===== config.mk =====
export PLATFORM = sky130hd
export DESIGN_NAME = relm_sram_arbiter
export DESIGN_NICKNAME = d
export VERILOG_FILES = /design/src/rtl/relm_sram_arbiter.sv
export SDC_FILE = /design/constraint.sdc
export NUM_CORES = 1
export LEC_CHECK = 0
export ABC_AREA = 1
export CAP_MARGIN = 20
export CELL_PAD_IN_SITES_DETAIL_PLACEMENT = 0
export CELL_PAD_IN_SITES_GLOBAL_PLACEMENT = 1
export CORE_MARGIN = 2
export CORE_UTILIZATION = 35
export CTS_CLUSTER_DIAMETER = 50
export DETAILED_ROUTE_END_ITERATION = 10
export PLACE_DENSITY_LB_ADDON = 0.1
export SYNTH_ARGS = -nofsm -noshare
export SYNTH_HDL_FRONTEND = slang
export SYNTH_SLANG_ARGS = --single-unit

===== constraint.sdc =====
create_clock -name clk -period 3.5 [get_ports clk]
set_input_delay 0.35 -clock clk [delete_from_list [all_inputs] [get_ports clk]]
set_output_delay 0.35 -clock clk [all_outputs]
set_load 0.005 [all_outputs]

===== src/rtl/relm_sram_arbiter.sv =====
// rtl/relm_sram_arbiter.sv - round-robin arbiter sharing one SRAM among NREQ ReLM I/O requesters
module relm_sram_arbiter #(
    parameter int NREQ  = 4,
    parameter int WAD   = 16,
    parameter int WD    = 32,
    parameter int RDLAT = 1
) (
    input  logic                     clk,
    input  logic                     rst_n,
    input  logic [NREQ*(WD+3)-1:0]   cmd_in,
    output logic [NREQ-1:0]          retry_out,
    output logic [NREQ*(WD+1)-1:0]   rd_out,
    output logic                     mem_we,
    output logic                     mem_re,
    output logic [WAD-1:0]           mem_ad,
    output logic [WD-1:0]            mem_d,
    input  logic [WD-1:0]            mem_q
);
    localparam int GW = (NREQ > 1) ? $clog2(NREQ) : 1;
    localparam logic [1:0] OP_SETAD = 2'b00;
    localparam logic [1:0] OP_WRITE = 2'b01;
    localparam logic [1:0] OP_READ  = 2'b10;

    logic [NREQ-1:0] req_v;
    logic [1:0]      req_op [NREQ];
    logic [WD-1:0]   req_pl [NREQ];
    logic [NREQ-1:0] is_mem;

    logic [GW-1:0]   rr;
    logic [GW-1:0]   gnt_idx;
    logic            gnt_v;
    logic [WAD-1:0]  ptr [NREQ];

    logic [GW-1:0]   iss_g;
    logic [RDLAT-1:0] pipe_v;
    logic [GW-1:0]   pipe_g [RDLAT];

    always_comb begin
        for (int i = 0; i < NREQ; i++) begin
            req_v[i]  = cmd_in[i*(WD+3) + WD + 2];
            req_op[i] = cmd_in[i*(WD+3) + WD +: 2];
            req_pl[i] = cmd_in[i*(WD+3) +: WD];
            is_mem[i] = req_v[i] && (req_op[i] == OP_WRITE || req_op[i] == OP_READ);
        end
    end

    // Scan starts at rr; nothing is granted while reset is held, so every memory command retries.
    always_comb begin
        gnt_v   = 1'b0;
        gnt_idx = rr;
        for (int k = 0; k < NREQ; k++) begin
            int j;
            j = int'(rr) + k;
            if (j >= NREQ) j = j - NREQ;
            if (!gnt_v && is_mem[j]) begin
                gnt_v   = 1'b1;
                gnt_idx = GW'(j);
            end
        end
        if (!rst_n) gnt_v = 1'b0;
        retry_out = is_mem;
        if (gnt_v) retry_out[gnt_idx] = 1'b0;
    end

    always_ff @(posedge clk or negedge rst_n) begin
        if (!rst_n) begin
            rr     <= '0;
            mem_we <= 1'b0;
            mem_re <= 1'b0;
            mem_ad <= '0;
            mem_d  <= '0;
            iss_g  <= '0;
            pipe_v <= '0;
            rd_out <= '0;
            for (int i = 0; i < NREQ; i++) ptr[i] <= '0;
            for (int s = 0; s < RDLAT; s++) pipe_g[s] <= '0;
        end else begin
            for (int i = 0; i < NREQ; i++) begin
                if (req_v[i] && req_op[i] == OP_SETAD) ptr[i] <= req_pl[i][WAD-1:0];
            end
            mem_we <= gnt_v && (req_op[gnt_idx] == OP_WRITE);
            mem_re <= gnt_v && (req_op[gnt_idx] == OP_READ);
            if (gnt_v) begin
                rr           <= (gnt_idx == GW'(NREQ-1)) ? '0 : gnt_idx + 1'b1;
                ptr[gnt_idx] <= ptr[gnt_idx] + 1'b1;
                mem_ad       <= ptr[gnt_idx];
                iss_g        <= gnt_idx;
                if (req_op[gnt_idx] == OP_WRITE) mem_d <= req_pl[gnt_idx];
            end
            // Tag travels alongside the SRAM read so the return lands on the right channel.
            pipe_v[0] <= mem_re;
            pipe_g[0] <= iss_g;
            for (int s = 1; s < RDLAT; s++) begin
                pipe_v[s] <= pipe_v[s-1];
                pipe_g[s] <= pipe_g[s-1];
            end
            rd_out <= '0;
            if (pipe_v[RDLAT-1])
                rd_out[int'(pipe_g[RDLAT-1])*(WD+1) +: WD+1] <= {1'b1, mem_q};
        end
    end
endmodule


After elaboration in Yosys (flattened, before gate mapping). Cells that the tools add are included.

Reduce and logical (&&, ||, !) cells: 27. Bitwise operators: 4. Multipliers: 1. $lt $le $gt $ge: 12. Muxes and demuxes: 47. Shift-type cells: 2. $add $sub $neg: 10. Divide/modulo/power cells: 0. Eq/ne operators: 11.

Operators with widths (number): two-way mux 32 bit (6); bitwise AND 132 bit (1); two-way mux 132 bit (1); variable shift 33 x 33 -> 132 bit, first input constant (1); indexed part select 33 x 33 -> 132 bit (1); < comparator 32 x 4 -> 1 bit, second input constant (4); two-way mux 16 bit (7); binary-select mux 32 bit (select 2 bit) (1); bitwise mux 64 bit (1); two-way mux 64 bit (1); negator 8 -> 33 bit (1); binary-select mux 16 bit (select 2 bit) (1); demux 16 bit (select 2 bit) (1); adder 16 x 1 -> 16 bit, second input constant (1); logical AND 1 bit (15); two-way mux 1 bit (14); two-way mux 2 bit (7); == test 2 bit, second input constant (6); >= comparator 3 bit, second input constant (4); subtractor 3 x 3 -> 4 bit, second input constant (3); == test 2 x 1 -> 1 bit, second input constant (5); binary-select mux 1 bit (select 2 bit) (4); logical NOT 2 bit (4); multiplier 2 x 6 -> 8 bit, second input constant (1); 17 further kinds (23).

Memory bits (read-only): 0. Latch bits: 0. Memories kept: 0. Input bits: 174. Bits in writable memories: 0. Logic and storage cells: 127. Flip-flop bits (word level): 253. Output and inout port bits: 186.

Longest topological paths before layout.
Depth in word-level cells: 23. Gate-level depth with buffers: 26. Depth with buffers taken out: 25.

Least setup slack after synthesis. No wires, ideal clock.

Kind: input to output. From: input port cmd_in[137]. To: output port retry_out[3]. Buffers on the path: 5. Required time: 3.150 ns. Arrival time: 2.632 ns. Setup slack: 0.518 ns. Stages on the path: 20. Path through: inv_1 -> ha_1 -> nand2_1 -> nand2_1 -> nand2_1 -> nand2_1 -> nand2_1 -> nand3_1 -> nand3_1 -> nand2_1 -> a21oi_1 -> buf_2 -> buf_6 -> buf_2 -> buf_2 -> ha_1 -> nand2_1 -> inv_1 -> buf_2 -> nor2_1.

Word-level cells in the longest chain between the ends: 23. Elaborated cells between the ends (all ways): 39. Classes of those cells: order compare (2); eq/ne (2); mux (24); bitwise (2); reduce/logical (9).

RTL lines: from (decl) (RTL line 10) `input logic [NREQ*(WD+3)-1:0] cmd_in,`; == test 2 x 1 -> 1 bit or == test 2 bit (tied branches) (RTL line 43) `is_mem[i] = req_v[i] && (req_op[i] == OP_WRITE || req_op[i] == OP_READ);`; logical OR 1 bit * (RTL line 43); logical AND 1 bit * (RTL line 43); binary-select mux 1 bit (select 2 bit) (RTL line 55) `if (!gnt_v && is_mem[j]) begin`; two-way mux 1 bit (implied by the code) (2 in a row) (RTL line 55); two-way mux 1 bit (RTL line 55); logical NOT 1 bit (RTL line 55); logical AND 1 bit (RTL line 55); (+7 left out); named net gnt_idx[1] (RTL line 30) `logic [GW-1:0] gnt_idx;`; < comparator 2 x 3 -> 1 bit (implied by the code) or >= comparator 2 x 1 -> 1 bit (tied branches) (RTL line 62) `if (gnt_v) retry_out[gnt_idx] = 1'b0;`; logical AND 1 bit (implied by the code) (RTL line 62); two-way mux 1 bit (implied by the code) (RTL line 62); demux 1 bit (select 2 bit) * (RTL line 62); inverter 4 bit (no source line) *; bitwise AND 4 bit (no source line) *; two-way mux 4 bit * (RTL line 62); to (decl) (RTL line 11) `output logic [NREQ-1:0] retry_out,`.

The timed path passes the listed nets; every way through them passes the cells marked *. The select of a mux whose other input is x is not followed.

Worst setup path after layout.
From: input port cmd_in[138]. To: register ptr[63] (netlist name).

Word-level cells in the longest chain between the ends: 23. Elaborated cells between the ends (all ways): 43. Classes of those cells: add/sub (1); order compare (2); eq/ne (2); mux (28); bitwise (1); reduce/logical (9).

RTL lines: == test 2 x 1 -> 1 bit or == test 2 bit (tied branches) (RTL line 43); logical OR 1 bit * (RTL line 43); logical AND 1 bit * (RTL line 43); binary-select mux 1 bit (select 2 bit) (RTL line 55); two-way mux 1 bit (implied by the code) (2 in a row) (RTL line 55); two-way mux 1 bit (RTL line 55); logical NOT 1 bit (RTL line 55); logical AND 1 bit (RTL line 55); (+6 left out); two-way mux 2 bit (RTL line 55); inverter 2 -> 3 bit (implied by the code) (RTL line 85) `ptr[gnt_idx] <= ptr[gnt_idx] + 1'b1;`; binary-select mux 16 bit (select 2 bit), or another cell as far along (RTL line 85); two-way mux 16 bit (implied by the code) or logical AND 1 bit (tied branches) (RTL line 85); two-way mux 16 bit (implied by the code) (RTL line 85); adder 16 x 1 -> 16 bit or demux 16 bit (select 2 bit) (tied branches) (RTL line 85); bitwise mux 64 bit (RTL line 85); two-way mux 64 bit * (RTL line 83) `if (gnt_v) begin`; to (signal, indexed assignment) (RTL line 79) `if (req_v[i] && req_op[i] == OP_SETAD) ptr[i] <= req_pl[i][WAD-1:0];`; to (signal, indexed assignment) (RTL line 85); to (decl) (RTL line 32) `logic [WAD-1:0] ptr [NREQ];`.

Every way passes the cells marked *; elsewhere a longest branch is shown, timed or not. The select of a mux whose other input is x is not followed. A chain may end at the register's enable or synchronous reset.

==> metrics.cfg <==
[run_status]
status = completed

[synth]
yosys-top-cells-area = dfrtp_1 52%, nand2_1 15%, o21ai_0 4.5%
synthDistinctLibCells = 36
yosys.area.top_type_share_pct = 51.7
yosys_warnings = 0
syn-num-nets = 1680
postSynthAreaPerCell_um2 = 8.20
syn_inst = 1492
netlist_area_um2 = 12200
synth_seq_cells = 253
yosysTopAreaCell = dfrtp_1
seq_area_frac_synth_pct = 51.7

[power]
comb_power_share_pct = 59.2
swShare_pct = 44.9
p_int_mw = 10.0
powerDensity_nw_per_um2 = 1010
p_switching_mw = 8.20
p_clk_share_pct = 18.7
seqPwrFrac_pct = 22.1
power_mw = 18.2
irDropWorstVdd_v = 0.000591
p_leak_nw = 8.75

[timing]
fin_crit_sh_pct = 90.8
rsz0062_at_grt = no
finalSetupViolations = 0
period_minus_slack_ns = 3.18
hold_viol = 0
timing.final.ws_setup_ns = 0.323
maxSlewHeadroom_pct = 50.0
worst_slew_pin_slew_ns = 0.750
clock_skew_ns = 0.0161
fmax_mhz = 315
slew_viol_final = 0

[cts]
clk_path_buf_depth = 3
cts_tree = built
path_clk_slew_ns = 0.06
cts_buffers = 34
insertion_delay_ns = 0.51
root_buffer = clkbuf_16
cts_max_level = 2
cts_sinks = 253

[worst_setup_path]
reg2reg_depth = 21
cp-end-kind = flip-flop
cp-start-kind = primary input
critPathMaxFanout = 11
crit_cells = 26
crit_arrival_ns = 3.58
crit_buf_inv = 7
critPathKind = primary input to flip-flop
crit_top_cell = nand2_1
worstPathRequired_ns = 3.90
max_stage_delay_ns = 0.48
cpMaxStageDelayCell = clkdlybuf4s50_1
cp_top_family = simple AND/OR/NAND/NOR gates

[finish]
final_cell_area_um2 = 18100
drive_above_1_share_pct = 14.0
n_fill_cell = 3306
stdcell_count = 2390
area_growth_pct = 48.2
fin_nets = 2097

[global_routing]
use_met1_pct = 31.8
use_met2_pct = 41.7
antenna_found_initial = 3
grt.total_usage_pct = 24.4
gr-total-overflow = 0
top_usage_layer = met2
grt_max_degree = 127
grt_pass1_vias = 11500
grt_pass1_wl_mm = 68.1
use_met3_pct = 4.77

[die]
fp.dieArea_um2 = 36500
die_w_um = 191
rows = 68
core_area_um2 = 34500
num_io_pins = 360
initial_core_util_pct = 35.5
die_h_um = 191

[drt]
vias = 11500
routed_wl_mm = 44.4
drc_errors = 0
dr.pass1.iters = 4
vias_per_cell = 4.82
ant_nets = 0
drt_iter0_drc = 541
wl_per_cell_um = 18.6

[place]
place.gp.congestion = 0.821
dpl_cell_area_um2 = 16800
placed_cells = 2319
dp_slack_ns = -0.212
dpl.hpwl_mm = 31.9
numPortBuffers = 359

[job]
maxCapViolations = 0

[hold_path]
hp-class = primary input to async pin

-- final cells by class --
type                            count  area [µm²]  area share [%]
Antenna cell                        3        7.51          0.0414
Clock buffer                       45         953            5.26
Clock inverter                     14         164           0.904
Inverter                          113         432            2.38
Multi-Input combinational cell   1038        5160            28.4
Sequential cell                   253        6330            34.9
Tap cell                          455         569            3.14
Timing Repair Buffer              469        4510            24.9
-- state kept, by name, indices dropped and copies added, names as in the netlist --
signal,flops
mem_d,32
pipe_v,1
rr,2
iss_g,2
ptr,64
pipe_g,2
mem_ad,16
mem_re,1
rd_out,132
mem_we,1
-- layout by cell type, fill, tap and decap left out, types with 8 or more instances in the layout --
master           instances
nand2_1                467
clkdlybuf4s50_1        354
dfrtp_1                251
nor2_1                 140
o21ai_0                111
buf_4                  103
inv_1                  102
nand3_1                 66
nor3_1                  64
mux2_2                  38
clkbuf_16               35
o22ai_1                 32
nand2_2                 24
nand3b_1                22
a31oi_1                 10
ha_1                    10
nor2_2                   8
-- per-layer routing --
metal | vias up | part of all wire, %
met5 | - | 0.020
met4 | 2 | 2.1
met3 | 58 | 6.7
met2 | 380 | 48
met1 | 5475 | 43
li1 | 5610 | -
-- power groups by stage --
stage | registers (mW) | clock network (mW) | logic (mW)
6_report | 4.04 | 3.41 | 10.8
3_3_place_gp | 4.07 | 0 | 10.6
2_1_floorplan | 4.01 | 0 | 6.25
5_1_grt | 4.12 | 3.62 | 12.0
3_5_place_dp | 4.08 | 0 | 10.7
4_1_cts | 4.04 | 3.48 | 10.8
-- cells in the mapped netlist, drive strengths merged --
cell type,count
nand2,495
o21ai,121
nor4,1
clkbuf,42
dfrtp,253
nor2,155
xor2,1
nor3,64
o22ai,32
xnor2,1
nand3b,22
a32oi,1
a21oi,6
o21bai,1
ha,14
a31oi,10
nand3,70
or2,1
clkinv,2
buf,46
nand4,5
inv,111
mux2,38
-- logic make-up (layout without fill, tap and decap cells) --
| group | Yosys count | count (layout) | synth area share, % |
|---|---|---|---|
| fa+ha+maj | 14 | 14 | 1.43 |
| compound gates | 171 | 171 | 7.57 |
| simple gates | 813 | 813 | 28.7 |
| buf+inv | 201 | 641 | 6.86 |
| other cells | 0 | 3 | 0 |
| xor+xnor | 2 | 2 | 0.205 |
| flops | 253 | 253 | 51.7 |
| mux | 38 | 38 | 3.50 |
-- through the flow --
step,TNS [ns],utilization [%],hold WS (ns)
final,0,52.6,0.248
after global routing,0,52.6,0.242
after CTS,0,52.3,0.236
after detailed placement,-9.15,48.8,0.180
after global placement,-7.58,48.8,0.178
after floorplan,0,-,0.0544
-- worst reg2reg max path, delay by kind of cell (launching register included) --
family / cells / cell delay (ns)
buffers and inverters: 6 / 0.92
AND/OR/NAND/NOR: 14 / 1.48
AO/OA/AOI/OAI: 1 / 0.21
flip-flops: 1 / 0.45
-- final timing paths --
check                                  from          end  slack, ns
worst max-delay path            cmd_in[138]      ptr[63]       0.32
worst min register to register     iss_g[1]    pipe_g[1]       0.39
min in group clk                   iss_g[1]    pipe_g[1]       0.39
worst max register to register        rr[0]      ptr[63]       0.36
worst min-delay path                  rst_n    rd_out[0]       0.25
max in group asynchronous             rst_n  rd_out[124]       1.58
-- repair_timing --
action	4_1_cts	5_1_grt
buffers inserted	3	5
gates cloned	0	0
hold endpoints to repair	13	0
hold buffers	1	0
pin swaps	2	3
gates resized for setup	8	20
setup endpoints to repair	4	20
No activity file was read; power rests on OpenSTA's default activity.
